===== src/rtl/uart_regfile_pkg.sv =====
// Shared register-map constants for the parametrised UART channel register file.
package uart_regfile_pkg;

  // Word offsets inside a channel's four-word window
  localparam logic [1:0] OFS_CR  = 2'd0;
  localparam logic [1:0] OFS_SR  = 2'd1;
  localparam logic [1:0] OFS_TDR = 2'd2;
  localparam logic [1:0] OFS_RDR = 2'd3;

  // Self-clearing CR bits
  localparam int unsigned CR_TX_RESET = 0;
  localparam int unsigned CR_RX_RESET = 1;

  // Interrupt block, relative to the first word past the channel windows
  localparam int unsigned IRQ_PEND_OFS = 0;
  localparam int unsigned IRQ_MASK_OFS = 1;

  localparam logic [31:0] CR_RESET_DEFAULT = 32'h0000_c000;

endpackage


===== src/rtl/uart_ch_regs.sv =====
// Per-channel CR/TDR storage with self-clearing reset bits and bus access strobes.
module uart_ch_regs
  import uart_regfile_pkg::*;
#(
  parameter int unsigned        DATA_W   = 32,
  parameter logic [DATA_W-1:0]  CR_RESET = DATA_W'(CR_RESET_DEFAULT)
) (
  input  logic              clk,
  input  logic              rst,
  input  logic              sel,
  input  logic [1:0]        ofs,
  input  logic              we,
  input  logic              re,
  input  logic [DATA_W-1:0] wdata,
  output logic [DATA_W-1:0] cr,
  output logic [DATA_W-1:0] tdr,
  output logic              tx_write,
  output logic              rx_read,
  output logic              sr_read
);

  logic [DATA_W-1:0] cr_q, cr_d, tdr_q;
  logic              wr_cr, wr_tdr;

  assign wr_cr  = we & sel & (ofs == OFS_CR);
  assign wr_tdr = we & sel & (ofs == OFS_TDR);

  // Reset bits drop after one cycle; a bus write in the same cycle overrides.
  always_comb begin
    cr_d              = cr_q;
    cr_d[CR_RX_RESET] = 1'b0;
    cr_d[CR_TX_RESET] = 1'b0;
    if (wr_cr) begin
      cr_d = wdata;
    end
  end

  always_ff @(posedge clk) begin
    if (rst) begin
      cr_q  <= CR_RESET;
      tdr_q <= '0;
    end else begin
      cr_q <= cr_d;
      if (wr_tdr) begin
        tdr_q <= wdata;
      end
    end
  end

  assign cr       = cr_q;
  assign tdr      = tdr_q;
  assign tx_write = ~rst & wr_tdr;
  assign rx_read  = ~rst & re & sel & (ofs == OFS_RDR);
  assign sr_read  = ~rst & re & sel & (ofs == OFS_SR);

endmodule


===== src/rtl/uart_regfile_n.sv =====
// Host register file for NUM_CH UART channels: address decode, registered reads
// and a sticky, maskable, write-one-to-clear interrupt block.
module uart_regfile_n
  import uart_regfile_pkg::*;
#(
  parameter int unsigned       NUM_CH   = 6,
  parameter int unsigned       DATA_W   = 32,
  parameter int unsigned       ADDR_W   = 22,
  parameter int unsigned       EV_W     = 4,
  parameter logic [DATA_W-1:0] CR_RESET = DATA_W'(CR_RESET_DEFAULT)
) (
  input  logic                     clk,
  input  logic                     rst,
  input  logic [ADDR_W-1:0]        addr,
  input  logic                     we,
  input  logic                     re,
  input  logic [DATA_W-1:0]        wdata,
  output logic [DATA_W-1:0]        rdata,
  output logic                     rd_valid,
  output logic                     rd_err,
  output logic [NUM_CH*DATA_W-1:0] cr_o,
  output logic [NUM_CH*DATA_W-1:0] tdr_o,
  input  logic [NUM_CH*DATA_W-1:0] sr_i,
  input  logic [NUM_CH*DATA_W-1:0] rdr_i,
  output logic [NUM_CH-1:0]        tx_write,
  output logic [NUM_CH-1:0]        rx_read,
  output logic [NUM_CH-1:0]        sr_read,
  input  logic [NUM_CH*EV_W-1:0]   ev_i,
  output logic                     irq
);

  localparam int unsigned       EVT       = NUM_CH * EV_W;
  localparam logic [ADDR_W-1:0] PEND_ADDR = ADDR_W'(4 * NUM_CH + IRQ_PEND_OFS);
  localparam logic [ADDR_W-1:0] MASK_ADDR = ADDR_W'(4 * NUM_CH + IRQ_MASK_OFS);

  logic [1:0]        ofs;
  logic [NUM_CH-1:0] sel;
  logic [DATA_W-1:0] rdata_q, rdata_d;
  logic              rd_valid_q, rd_err_q, rd_err_d;
  logic [EVT-1:0]    pend_q, pend_d;
  logic [DATA_W-1:0] mask_q;
  logic              irq_q;

  assign ofs = addr[1:0];

  for (genvar n = 0; n < NUM_CH; n++) begin : g_ch
    assign sel[n] = (addr[ADDR_W-1:2] == (ADDR_W-2)'(n));

    uart_ch_regs #(
      .DATA_W   (DATA_W),
      .CR_RESET (CR_RESET)
    ) u_ch (
      .clk      (clk),
      .rst      (rst),
      .sel      (sel[n]),
      .ofs      (ofs),
      .we       (we),
      .re       (re),
      .wdata    (wdata),
      .cr       (cr_o[n*DATA_W +: DATA_W]),
      .tdr      (tdr_o[n*DATA_W +: DATA_W]),
      .tx_write (tx_write[n]),
      .rx_read  (rx_read[n]),
      .sr_read  (sr_read[n])
    );
  end

  // Read mux samples pre-write state; rdata holds when no read is issued.
  always_comb begin
    rdata_d  = rdata_q;
    rd_err_d = 1'b0;
    if (re) begin
      rdata_d  = '0;
      rd_err_d = 1'b1;
      for (int n = 0; n < NUM_CH; n++) begin
        if (sel[n]) begin
          rd_err_d = 1'b0;
          case (ofs)
            OFS_CR:  rdata_d = cr_o[n*DATA_W +: DATA_W];
            OFS_SR:  rdata_d = sr_i[n*DATA_W +: DATA_W];
            OFS_TDR: rdata_d = tdr_o[n*DATA_W +: DATA_W];
            default: rdata_d = rdr_i[n*DATA_W +: DATA_W];
          endcase
        end
      end
      if (addr == PEND_ADDR) begin
        rdata_d  = DATA_W'(pend_q);
        rd_err_d = 1'b0;
      end
      if (addr == MASK_ADDR) begin
        rdata_d  = mask_q;
        rd_err_d = 1'b0;
      end
    end
  end

  // New events beat a same-cycle clear of the same bit.
  always_comb begin
    pend_d = pend_q;
    if (we && addr == PEND_ADDR) begin
      pend_d = pend_q & ~wdata[EVT-1:0];
    end
    pend_d = pend_d | ev_i;
  end

  always_ff @(posedge clk) begin
    if (rst) begin
      rdata_q    <= '0;
      rd_valid_q <= 1'b0;
      rd_err_q   <= 1'b0;
      pend_q     <= '0;
      mask_q     <= '0;
      irq_q      <= 1'b0;
    end else begin
      rdata_q    <= rdata_d;
      rd_valid_q <= re;
      rd_err_q   <= rd_err_d;
      pend_q     <= pend_d;
      irq_q      <= |(pend_q & mask_q[EVT-1:0]);
      if (we && addr == MASK_ADDR) begin
        mask_q <= wdata;
      end
    end
  end

  assign rdata    = rdata_q;
  assign rd_valid = rd_valid_q;
  assign rd_err   = rd_err_q;
  assign irq      = irq_q;

endmodule

===== config.mk =====
export PLATFORM = sky130hd
export DESIGN_NAME = uart_regfile_n
export DESIGN_NICKNAME = d
export VERILOG_FILES = /design/src/rtl/uart_regfile_pkg.sv /design/src/rtl/uart_ch_regs.sv /design/src/rtl/uart_regfile_n.sv
export SDC_FILE = /design/constraint.sdc
export NUM_CORES = 1
export LEC_CHECK = 0
export ABC_CLOCK_PERIOD_IN_PS = 4100
export CAP_MARGIN = 30
export CORE_AREA = 2 2 353 355
export CTS_BUF_LIST = sky130_fd_sc_hd__clkbuf_16
export DETAILED_ROUTE_END_ITERATION = 8
export DIE_AREA = 0 0 355 357
export SLEW_MARGIN = 20
export SYNTH_ARGS = -nofsm -noshare
export SYNTH_HDL_FRONTEND = slang
export SYNTH_SLANG_ARGS = --single-unit

===== constraint.sdc =====
create_clock -name clk -period 4.1 [get_ports clk]
set_input_delay 0.82 -clock clk [delete_from_list [all_inputs] [get_ports clk]]
set_output_delay 0.82 -clock clk [all_outputs]
set_load 0.01 [all_outputs]

# Yosys cells after proc, flatten, opt, wreduce, memory -nomap -nowiden
# Index checks and enable logic that the tools add are counted.
# totals
reg_bits	475
in_bits	466
# classes
n_eq_ne	10
n_mux	16
n_bitwise	55
n_reduce_logical	12
# ops
op	n
case mux 32 bit (3 select lines)	6
2-to-1 mux 32 bit	8
AND 24 bit	2
== test 22 x 5 -> 1 bit, second input constant	2
AND 1 bit	43
== test 20 x 2 -> 1 bit, second input constant	2
== test 20 x 3 -> 1 bit, second input constant	2
2-to-1 mux 24 bit	1
NOT 24 bit	1
bitwise OR 24 bit	1
OR reduction 24 bit	1
== test 20 x 1 -> 1 bit, second input constant	1
logical NOT 20 bit	1
OR reduction 2 bit	6
OR reduction 9 bit	1
NOT 1 bit	8
== test 2 bit, second input constant	2
== test 2 x 1 -> 1 bit, second input constant	1
logical AND 1 bit	2
logical NOT 2 bit	1
2-to-1 mux 1 bit	1

# Depth between registers and ports, before layout
# Gate-level depths: netlist (run 1).
# logic_depth
depth_word	10
ltp_mapped	9

# Hierarchy
# A second synthesis (run 1) with hierarchy kept.
# hier_totals
hier_cells	2434
hier_area_um2	26073.8
# modules_own_cells
module	instances	cells_per_inst	area_each_um2	seq_area_each_um2
uart_ch_regs	6	250	2702.6	1281.2
uart_regfile_n	1	934	9858.2	1821.7

# Least setup slack after synthesis (run 1)
# Ideal clock, no wire load.
# synth_timing
path_type	input to output
start	input port addr[15]
end	output port tx_write[5]
t_arrival_ns	2.817
required_time_ns	3.280
setup_slack_ns	0.463
cell_stages	8
path_cell_list	nor4_2 nand4_1 clkbuf_1 nor2_2 buf_2 nand2_1 nor3_1 buf_4
# synth_via
elab_chain_cells	4
# synth_lines
item	line_no	source
from (decl)	uart_regfile_n.sv:14	input logic [ADDR_W-1:0] addr,
== test 20 x 3 -> 1 bit	uart_regfile_n.sv:47	assign sel[n] = (addr[ADDR_W-1:2] == (ADDR_W-2)'(n));
AND 1 bit (2 in series)	uart_ch_regs.sv:26	assign wr_tdr = we & sel & (ofs == OFS_TDR);
AND 1 bit	uart_ch_regs.sv:52	assign tx_write = ~rst & wr_tdr;
to (decl)	uart_regfile_n.sv:25	output logic [NUM_CH-1:0] tx_write,
# Every way passes these cells.

# Worst setup path after layout (run 1)
# layout_timing
start	input port addr[10]
end	output port sr_read[0]
# layout_via
elab_chain_cells	3
# layout_lines
item	line_no	source
logical NOT 20 bit	uart_regfile_n.sv:47	
AND 1 bit (2 in series)	uart_ch_regs.sv:54	assign sr_read = ~rst & re & sel & (ofs == OFS_SR);
to (decl)	uart_regfile_n.sv:27	output logic [NUM_CH-1:0] sr_read,
# Every way passes these cells.

==> results of run 1 <==
## power breakdown
part	switching, mW	internal [mW]	total [mW]	leakage (nW)
Clock	2.32	2.98	5.30	0.968
Combinational	0.848	0.747	1.60	8.20
Sequential	0.0214	4.64	4.66	3.84
## cells by family after synthesis
family,share of synthesized area [%]
flip-flops,39.5
AO/OA/AOI/OAI,14.5
buffers and inverters,6.07
AND/OR/NAND/NOR,17.8
multiplexers,22.2
## placed cells by master, fill, tap and decap left out, types with 33 or more instances in the layout
cell type          n
mux4_2           171
buf_4            152
clkbuf_16         60
clkdlybuf4s50_1  874
mux2i_1          142
dfxtp_1          475
nor2_1           147
nand4_1           33
a21oi_1          352
nand2_1          764
o22ai_1           33
## critical path: stages
cell,delay (ns)
clkdlybuf4s50_1,0.43
or4_4,0.47
buf_4,0.17
or3_4,0.39
nor2_4,0.13
buf_12,0.13
buf_4,0.12
nand2_4,0.06
nor3_2,0.13
buf_4,0.15
buf_12,0.09
## registers in the layout (all words and copies together) (netlist names)
signal	flops
g_ch.u_ch.cr	192
irq	1
rdata	32
g_ch.u_ch.tdr	192
rd_valid	1
rd_err	1
pend_q	24
mask_q	32
## how the worst max path moves through the flow
stage | to | cells past startpoint
2_1_floorplan | tx_write[5] | 8
3_3_place_gp | tx_write[4] | 10
3_5_place_dp | tx_write[4] | 10
4_1_cts | tx_write[4] | 11
5_1_grt | tx_write[4] | 11
6_report | sr_read[0] | 11
## metal layers
| layer | wire (microns) | share of wire, % | GRT usage (%) | vias to the layer above |
|---|---|---|---|---|
| li1 | - | - | - | 11300 |
| met3 | 12100 | 7.4 | 5.60 | 239 |
| met1 | 65700 | 40 | 30.5 | 12700 |
| met2 | 80200 | 49 | 42.8 | 1245 |
| met5 | 116 | 0.070 | 0 | - |
| met4 | 6640 | 4.0 | 9.06 | 18 |
## repair_timing
action / 4_1_cts / 5_1_grt
pin swaps: 5 / 2
setup buffers: 4 / 0
gates resized for setup: 28 / 6
gates cloned: 0 / 0
endpoints found under the setup margin: 17 / 11
## layout make-up
| class | count | area, sq um | area share [%] |
|---|---|---|---|
| antenna | 7 | 17.5 | 0.0469 |
| clock buffer | 60 | 1500 | 4.02 |
| clock inverter | 50 | 405 | 1.09 |
| inverter | 8 | 30.0 | 0.0804 |
| multi-input combinational | 1929 | 13300 | 35.5 |
| sequential | 475 | 9510 | 25.5 |
| tap | 1637 | 2050 | 5.48 |
| timing repair buffer | 1067 | 10600 | 28.3 |
## stage by stage
stage                     util [%]  setup WS [ns]  total power [mW]
final                         30.4          0.162              11.6
after floorplan                  -          0.463              5.36
after global routing          30.4         0.0360              11.9
after CTS                     30.3        -0.0143              11.7
after global placement        28.6         -0.727              6.36
after detailed placement      28.7         -0.674              6.37
==> flow_metrics.env, run 1 <==
export IMPL_status="completed"
export IMPL_grt_pass1_vias=24900
export IMPL_drt_iter0_drc=2163
export IMPL_worstMarginPinSlew_ns=1.02
export IMPL_relSlewSlack_pct=32.1
export IMPL_dp_final_hpwl_microns=129000
export IMPL_seq_area_frac_synth_pct=39.5
export IMPL_reg2reg_from="g_ch[0].u_ch.cr[5]"
export IMPL_clock_skew_ns=0.0301
export IMPL_portBuffers=902
export IMPL_crit_path_start_kind="primary input"
export IMPL_syn_area_sq_um=24100
export IMPL_reg2regPathDepth=5
export IMPL_dp_cells=5111
export IMPL_maxCapViolCount=0
export IMPL_fmax_ghz=0.254
export IMPL_slew_violations=0
export IMPL_hold_path_endpoint="mask_q[30]"
export IMPL_ir_drop_v=0.000279
export IMPL_synthCells=2694
export IMPL_setup_viol=0
export IMPL_wl_per_cell_microns=31.5
export IMPL_dieHeight_microns=357
export IMPL_ys_ff_latch=475
export IMPL_p_leak_nw=13.0
export IMPL_drt_first_pass_iters=8
export IMPL_initial_utilization_pct=19.6
export IMPL_avgSynthCellArea_sq_um=8.94
export IMPL_cp_arrival_ns=3.12
export IMPL_antenna_found_initial=23
export IMPL_synth_common_cells="nand2_1, dfxtp_1, a21oi_1, mux4_2, clkbuf_1"
export IMPL_cts_htree_levels=2
export IMPL_hold_path_class="reg -> reg"
export IMPL_crit_required_ns=3.28
export IMPL_avgViaCountPerCell=4.86
export IMPL_synth_edff_count=0
export IMPL_areaGrowthSynthToFinish_pct=55.1
export IMPL_syn_nets=3160
export IMPL_clock_latency_ns=0.68
export IMPL_synth_distinct_cells=53
export IMPL_io_pin_count=903
export IMPL_fin_tns_setup_ns=0
export IMPL_cts_inserted_buffers=59
export IMPL_grt_pass1_wl_microns=217000
export IMPL_placed_area_sq_um=35300
export IMPL_rsz0062_at_grt="no"
export IMPL_die_width_microns=355
export IMPL_period_share_pct=96.0
export IMPL_fp_dieArea_sq_um=127000
export IMPL_routed_wirelength_microns=165000
export IMPL_fin_area_sq_um=37400
export IMPL_r2r_slack_ns=1.73
export IMPL_critPathKind="in -> out"
export IMPL_hold_path_depth=2
export IMPL_cts_hold_buf=0
export IMPL_min_from="mask_q[30]"
export IMPL_crit_path_max_fanout=4
export IMPL_clk_pin_slew_ns=0.06
export IMPL_clock_root_buffer="clkbuf_16"
export IMPL_yosysMostFrequentCell="nand2_1"
export IMPL_yosysTopAreaCell="dfxtp_1"
export IMPL_worstReg2RegEnd="rdata[5]"
export IMPL_crit_path_end_kind="output pin"
export IMPL_coreArea_sq_um=123000
export IMPL_clock_sinks=475
export IMPL_cts_tree="done"
export IMPL_grtUsageTotal_pct=25.0
export IMPL_grt_max_degree=84
export IMPL_n_fill_cell=12800
export IMPL_row_count=129
export IMPL_vias=25400
export IMPL_gp_congestion=0.936
export IMPL_finalNonFillerCells=5233
export IMPL_yosys_warnings=0
export IMPL_async_reset_ff_share_pct=0
export IMPL_synth_area_leaders="dfxtp_1, mux4_2, nand2_1"
export IMPL_grt_overflow=0
export IMPL_p_per_area_nw_per_um2=309
export IMPL_drive_gt1_share_pct=14.3
export IMPL_clock_path_buffers=3
export IMPL_final_nets=4006
export IMPL_ant_nets=0
export IMPL_finalCriticalPeriod_ns=3.94
export IMPL_finalHoldViolations=0
export IMPL_worst_hold_slack_ns=0.452
export IMPL_drc=0
export IMPL_synth_top_area_share_pct=39.5
export IMPL_critPathLaunch="addr[10]"
export IMPL_synth_flop_cell="dfxtp_1"
(Power assumes the default switching activity.)
==> run 2: changes to the inputs <==
- CORE_AREA: 2 2 353 355 -> 2 2 347 349
- DIE_AREA: 0 0 355 357 -> 0 0 349 351
- SKIP_LAST_GASP: default -> 1
- SYNTH_HIERARCHICAL: default -> 1
==> run 2 against run 1 <==
Effect of this change:
- die area down 3.3%
- cell count fell by 5.2%
- fmax decreased by 3.1%
- highest routed layer unchanged
- critical endpoint is now sr_read[2]
- sequential share of layout area fell by 1.4 points
- flip-flop and latch count stayed put
==> flow_metrics.env, run 2 <==
export IMPL_clock_latency_ns=0.67
export IMPL_drt_first_pass_iters=5
export IMPL_portBuffers=902
export IMPL_wl_per_cell_microns=30.3
export IMPL_avgViaCountPerCell=4.86
export IMPL_slew_violations=0
export IMPL_async_reset_ff_share_pct=0
export IMPL_fmax_ghz=0.246
export IMPL_crit_family="simple AND/OR/NAND/NOR gates"
export IMPL_synthAdderAreaFrac_pct=0
export IMPL_synth_flop_cell="dfxtp_1"
export IMPL_clock_path_buffers=3
export IMPL_path_buf_inv=3
export IMPL_cts_tree="done"
export IMPL_worst_hold_slack_ns=0.458
export IMPL_crit_path_start_kind="primary input"
export IMPL_synthCells=2434
export IMPL_reg2regPathDepth=4
export IMPL_drc=0
export IMPL_cts_inserted_buffers=59
export IMPL_crit_chain="clkdlybuf4s50_1, or4_4, nor3b_2, nand2_1, clkinv_2, nor2b_2, and4b_1, clkdlybuf4s50_1"
export IMPL_synth_mux_area_share_pct=31.5
export IMPL_finalNonFillerCells=4959
export IMPL_yosysTopAreaCell="dfxtp_1"
export IMPL_synth_distinct_cells=60
export IMPL_synth_top_family_by_area="multiplexers"
export IMPL_critPathKind="in -> out"
export IMPL_finalCriticalPeriod_ns=4.07
export IMPL_synth_xor_area_share_pct=0
export IMPL_syn_nets=2900
export IMPL_rsz0062_at_grt="yes"
export IMPL_cts_htree_levels=2
export IMPL_crit_top_cell="clkdlybuf4s50_1"
export IMPL_clk_pin_slew_ns=0.06
export IMPL_maxCapViolCount=0
export IMPL_worstMarginPinSlew_ns=1.03
export IMPL_clock_sinks=475
export IMPL_final_nets=3820
export IMPL_synth_common_cells="nand2b_1, dfxtp_1, mux2i_1, mux4_2, nand2_1"
export IMPL_yosys_warnings=6
export IMPL_syn_area_sq_um=26100
export IMPL_grt_max_degree=122
export IMPL_coreArea_sq_um=119000
export IMPL_ant_nets=0
export IMPL_row_count=127
export IMPL_hold_path_class="reg -> reg"
export IMPL_crit_path_max_fanout=4
export IMPL_dp_cells=4833
export IMPL_cts_hold_buf=0
export IMPL_drive_gt1_share_pct=14.7
export IMPL_max_stage_delay_ns=0.58
export IMPL_ys_ff_latch=475
export IMPL_synth_compound_area_share_pct=6.66
export IMPL_crit_path_end_kind="output pin"
export IMPL_setup_viol=0
export IMPL_cp_arrival_ns=3.25
export IMPL_status="completed"
export IMPL_p_per_area_nw_per_um2=290
export IMPL_clock_skew_ns=0.0326
export IMPL_seq_area_frac_synth_pct=36.5
export IMPL_grt_pass1_vias=23700
export IMPL_antenna_found_initial=28
export IMPL_avgSynthCellArea_sq_um=10.7
export IMPL_layout_commonest_cell="clkdlybuf4s50_1"
export IMPL_hold_path_depth=2
export IMPL_crit_required_ns=3.28
export IMPL_grtUsageTotal_pct=23.6
export IMPL_yosys_area_share_simple_pct=20.9
export IMPL_synth_top_area_share_pct=36.5
export IMPL_dp_final_hpwl_microns=120000
export IMPL_clock_root_buffer="clkbuf_16"
export IMPL_vias=24100
export IMPL_routed_wirelength_microns=150000
export IMPL_gp_congestion=0.889
export IMPL_dieHeight_microns=351
export IMPL_fp_dieArea_sq_um=122000
export IMPL_initial_utilization_pct=21.9
export IMPL_areaGrowthSynthToFinish_pct=51.7
export IMPL_final_util_pct=33.2
export IMPL_die_width_microns=349
export IMPL_fin_tns_setup_ns=0
export IMPL_p_leak_nw=14.7
export IMPL_cp_depth=8
export IMPL_crit_path_top_delay_cell="or4_4"
export IMPL_final_cell_mix="clkdlybuf4s50_1, nand2b_1, dfxtp_1, mux2i_1, mux4_2"
export IMPL_ir_drop_v=0.000315
export IMPL_period_share_pct=99.2
export IMPL_synth_edff_count=0
export IMPL_yosysMostFrequentCell="nand2b_1"
export IMPL_io_pin_count=903
export IMPL_grt_overflow=0
export IMPL_grt_pass1_wl_microns=201000
export IMPL_synth_area_leaders="dfxtp_1, mux4_2, mux2i_1"
export IMPL_drt_iter0_drc=1883
export IMPL_relSlewSlack_pct=31.4
export IMPL_finalHoldViolations=0
[run 2: layer usage]
metal,part of all wire (%),track usage [%]
met1,45,32.8
met4,2.3,5.24
met2,46,37.7
met3,6.5,4.48
met5,0.047,0
[run 2: worst paths after layout]
path / start / end / slack [ns]
worst min register to register: mask_q[25] / mask_q[25] / 0.46
worst max-delay path: addr[9] / sr_read[2] / 0.03
worst max register to register: g_ch[4].u_ch/cr[20] / rdata[20] / 2.03
worst min-delay path: mask_q[25] / mask_q[25] / 0.46
[run 2: cell type report]
| cell class | instances | area (sq um) |
|---|---|---|
| Fill cell | 12100 | 79500 |
| Multi-Input combinational cell | 1750 | 15500 |
| Timing Repair Buffer | 1064 | 10700 |
| Sequential cell | 475 | 9510 |
| Tap cell | 1548 | 1940 |
| Clock buffer | 60 | 1500 |
| Clock inverter | 49 | 382 |
| Inverter | 4 | 23.8 |
| Antenna cell | 9 | 22.5 |
[run 2: repair_timing]
| action | CTS | global route |
|---|---|---|
| pin swaps | 4 | 5 |
| resized for setup | 36 | 20 |
| setup buffers | 7 | 0 |
| endpoints found under the setup margin | 18 | 12 |
[run 2: where the power goes]
part | internal [mW] | switching (mW)
logic | 0.810 | 0.725
registers | 4.64 | 0.0293
clock network | 2.96 | 2.29
[run 2: cells by family (layout without fill, tap and decap cells)]
family	count (synthesis)	after routing
other	0	9
multiplexers	579	579
buffers and inverters	209	1177
AO/OA/AOI/OAI	255	255
AND/OR/NAND/NOR	916	916
flip-flops	475	475
[run 2: tightest hold or removal path, delay by kind of cell, from the launching register on]
kind	cells	cell delay [ns]
DFF	1	0.31
and+or+nand+nor	1	0.05
AOI/OAI and AO/OA	1	0.05
[run 2: metrics by stage]
step | worst slack [ns] | instance area [sq um] | power [mW]
global route | -0.146 | 39500 | 11.8
finish | 0.0348 | 39600 | 11.5
detailed placement | -0.541 | 37500 | 6.30
floorplan | 0.236 | 26100 | 5.36
global placement | -0.575 | 37500 | 6.30
CTS | -0.227 | 39500 | 11.6
==> run 3: changes to the inputs <==
- DONT_BUFFER_PORTS: default -> 1
- GPL_ROUTABILITY_DRIVEN: default -> 0
==> run 3 against run 2 <==
Effect of this change:
- the run now ends with slew limit left
- flip-flop and latch count is the same
- setup slack better by 0.22 ns
- fmax rose by 5.6%
- sequential share of layout area is 8.1 points higher
- critical endpoint is now tx_write[3]
- combinational power down 58%
- highest routed layer unchanged
- count of clock-buffer cells in the layout is 1 lower
- hold slack got worse by 0.19 ns
==> flow_metrics.env, run 3 (synthesis results as in run 2) <==
export IMPL_placed_area_sq_um=27600
export IMPL_worstMarginPinSlew_ns=1.52
export IMPL_drt_iter0_drc=2395
export IMPL_dp_final_hpwl_microns=109000
export IMPL_p_leak_nw=10.8
export IMPL_cts_tree="done"
export IMPL_areaGrowthSynthToFinish_pct=13.6
export IMPL_final_cell_mix="nand2b_1, dfxtp_1, mux2i_1, mux4_2, nand2_1"
export IMPL_multi_input_area_sq_um=15500
export IMPL_fp_dieArea_sq_um=122000
export IMPL_power_frac_comb_pct=5.9
export IMPL_clock_sinks=475
export IMPL_final_util_pct=24.9
export IMPL_worst_hold_slack_ns=0.265
export IMPL_postCtsSetupBuffers=0
export IMPL_initial_utilization_pct=21.9
export IMPL_cts_hold_buf=0
export IMPL_r2r_slack_ns=2.00
export IMPL_fin_tns_setup_ns=0
export IMPL_place_ws_ns=0.232
export IMPL_crit_path_top_delay_cell="or4_1"
export IMPL_dp_cells=3860
export IMPL_grtUsageTotal_pct=21.9
export IMPL_die_width_microns=349
export IMPL_grt_overflow=0
export IMPL_critPathLaunch="addr[15]"
export IMPL_io_pin_count=903
export IMPL_portBuffers=0
export IMPL_cts_inserted_buffers=58
export IMPL_reg2reg_from="g_ch[1].u_ch/tdr[1]"
export IMPL_wl_per_cell_microns=35.5
export IMPL_reg2regPathDepth=4
export IMPL_crit_required_ns=3.28
export IMPL_clk_pin_slew_ns=0.06
export IMPL_period_share_pct=93.9
export IMPL_fmax_ghz=0.260
export IMPL_crit_path_max_fanout=7
export IMPL_final_nets=2838
export IMPL_n_fill_cell=12500
export IMPL_coreArea_sq_um=119000
export IMPL_finalHoldViolations=0
export IMPL_fin_area_sq_um=29600
export IMPL_p_total_mw=10.8
export IMPL_finalNonFillerCells=3985
export IMPL_clock_latency_ns=0.67
export IMPL_drt_first_pass_iters=5
export IMPL_antenna_found_initial=55
export IMPL_seq_power_share_pct=43.5
export IMPL_relSlewSlack_pct=-1.28
export IMPL_clock_power_share_pct=50.6
export IMPL_crit_path_end_kind="output pin"
export IMPL_vias=20500
export IMPL_clock_skew_ns=0.0389
export IMPL_row_count=127
export IMPL_layout_commonest_cell="nand2b_1"
export IMPL_drc=0
export IMPL_grt_pass1_vias=19300
export IMPL_dieHeight_microns=351
export IMPL_grt_max_degree=684
export IMPL_p_per_area_nw_per_um2=364
export IMPL_ant_nets=0
export IMPL_worstSetupEndpoint="tx_write[3]"
export IMPL_finalWorstSetupSlack_ns=0.251
export IMPL_failed_checks="slew limit"
export IMPL_max_stage_delay_ns=0.63
export IMPL_cts_htree_levels=2
export IMPL_hold_path_class="in -> reg"
export IMPL_grt_pass1_wl_microns=182000
export IMPL_rsz0062_at_grt="no"
export IMPL_maxCapViolCount=0
export IMPL_ir_drop_v=0.000349
export IMPL_worstReg2RegEnd="rdata[1]"
export IMPL_avgViaCountPerCell=5.14
export IMPL_routed_wirelength_microns=141000
export IMPL_finalCriticalPeriod_ns=3.85
export IMPL_drive_gt1_share_pct=16.7
export IMPL_critPathKind="in -> out"
export IMPL_slew_violations=37
export IMPL_clock_root_buffer="clkbuf_16"
export IMPL_crit_path_start_kind="primary input"
export IMPL_p_sw_mw=2.67
export IMPL_regArea_sq_um=9510
export IMPL_swShare_pct=24.7
export IMPL_status="complete, but fails checks"
export IMPL_cp_arrival_ns=3.03
export IMPL_crit_chain="or4_1, nor2_4, nand3_1, inv_2, nand4b_2, nor2_1, buf_4"
export IMPL_setup_viol=0
export IMPL_clock_path_buffers=3
export IMPL_p_int_mw=8.13
export IMPL_cts_resized=0
## run 3: cell types whose count changed in the layout (fill, tap and decap cells not counted), moves of 4 or more
cell             previous run  this run
clkdlybuf4s50_1           880         0
buf_4                     126        75
buf_12                     33         7
diode_2                     9        17
dlygate4sd2_1               7         0
buf_8                       6         0
nor2b_1                     2         8
clkbuf_2                    5         0
inv_6                       2         6
## run 3: area by class of cell
cell class | count | area share (%)
Clock inverter | 49 | 1.62
Antenna cell | 17 | 0.144
Clock buffer | 59 | 4.98
Inverter | 4 | 0.0507
Multi-Input combinational cell | 1750 | 52.2
Timing Repair Buffer | 83 | 2.41
Tap cell | 1548 | 6.54
Sequential cell | 475 | 32.1
## run 3: critical path: cells and delay by family
kind	cells	cell delay, ns
buffers and inverters	2	0.50
and+or+nand+nor	5	1.69
## run 3: how the worst min path moves through the flow
stage	slack (ns)	cells past startpoint	start	end
finish	0.27	2	ev_i[23]	pend_q[23]
detailed placement	0.45	2	mask_q[29]	mask_q[29]
global placement	0.44	2	mask_q[29]	mask_q[29]
global route	0.24	1	rst	g_ch[3].u_ch/cr[1]
CTS	0.22	2	ev_i[23]	pend_q[23]
floorplan	0.43	2	mask_q[24]	mask_q[24]
## run 3: power groups by stage
stage	clock [mW]	sequential (mW)	combinational, mW
6_report	5.46	4.70	0.641
5_1_grt	5.76	4.70	0.665
4_1_cts	5.60	4.70	0.635
3_5_place_dp	0	4.80	0.631
3_3_place_gp	0	4.80	0.633
2_1_floorplan	0	4.77	0.596
## run 3: per-layer routing
metal	share of wire (%)	vias to the layer above	GRT usage [%]
met2	43	1151	33.1
met1	44	10300	29.7
met4	3.1	34	6.13
met3	9.3	237	7.10
met5	0.15	-	0
li1	-	8737	-
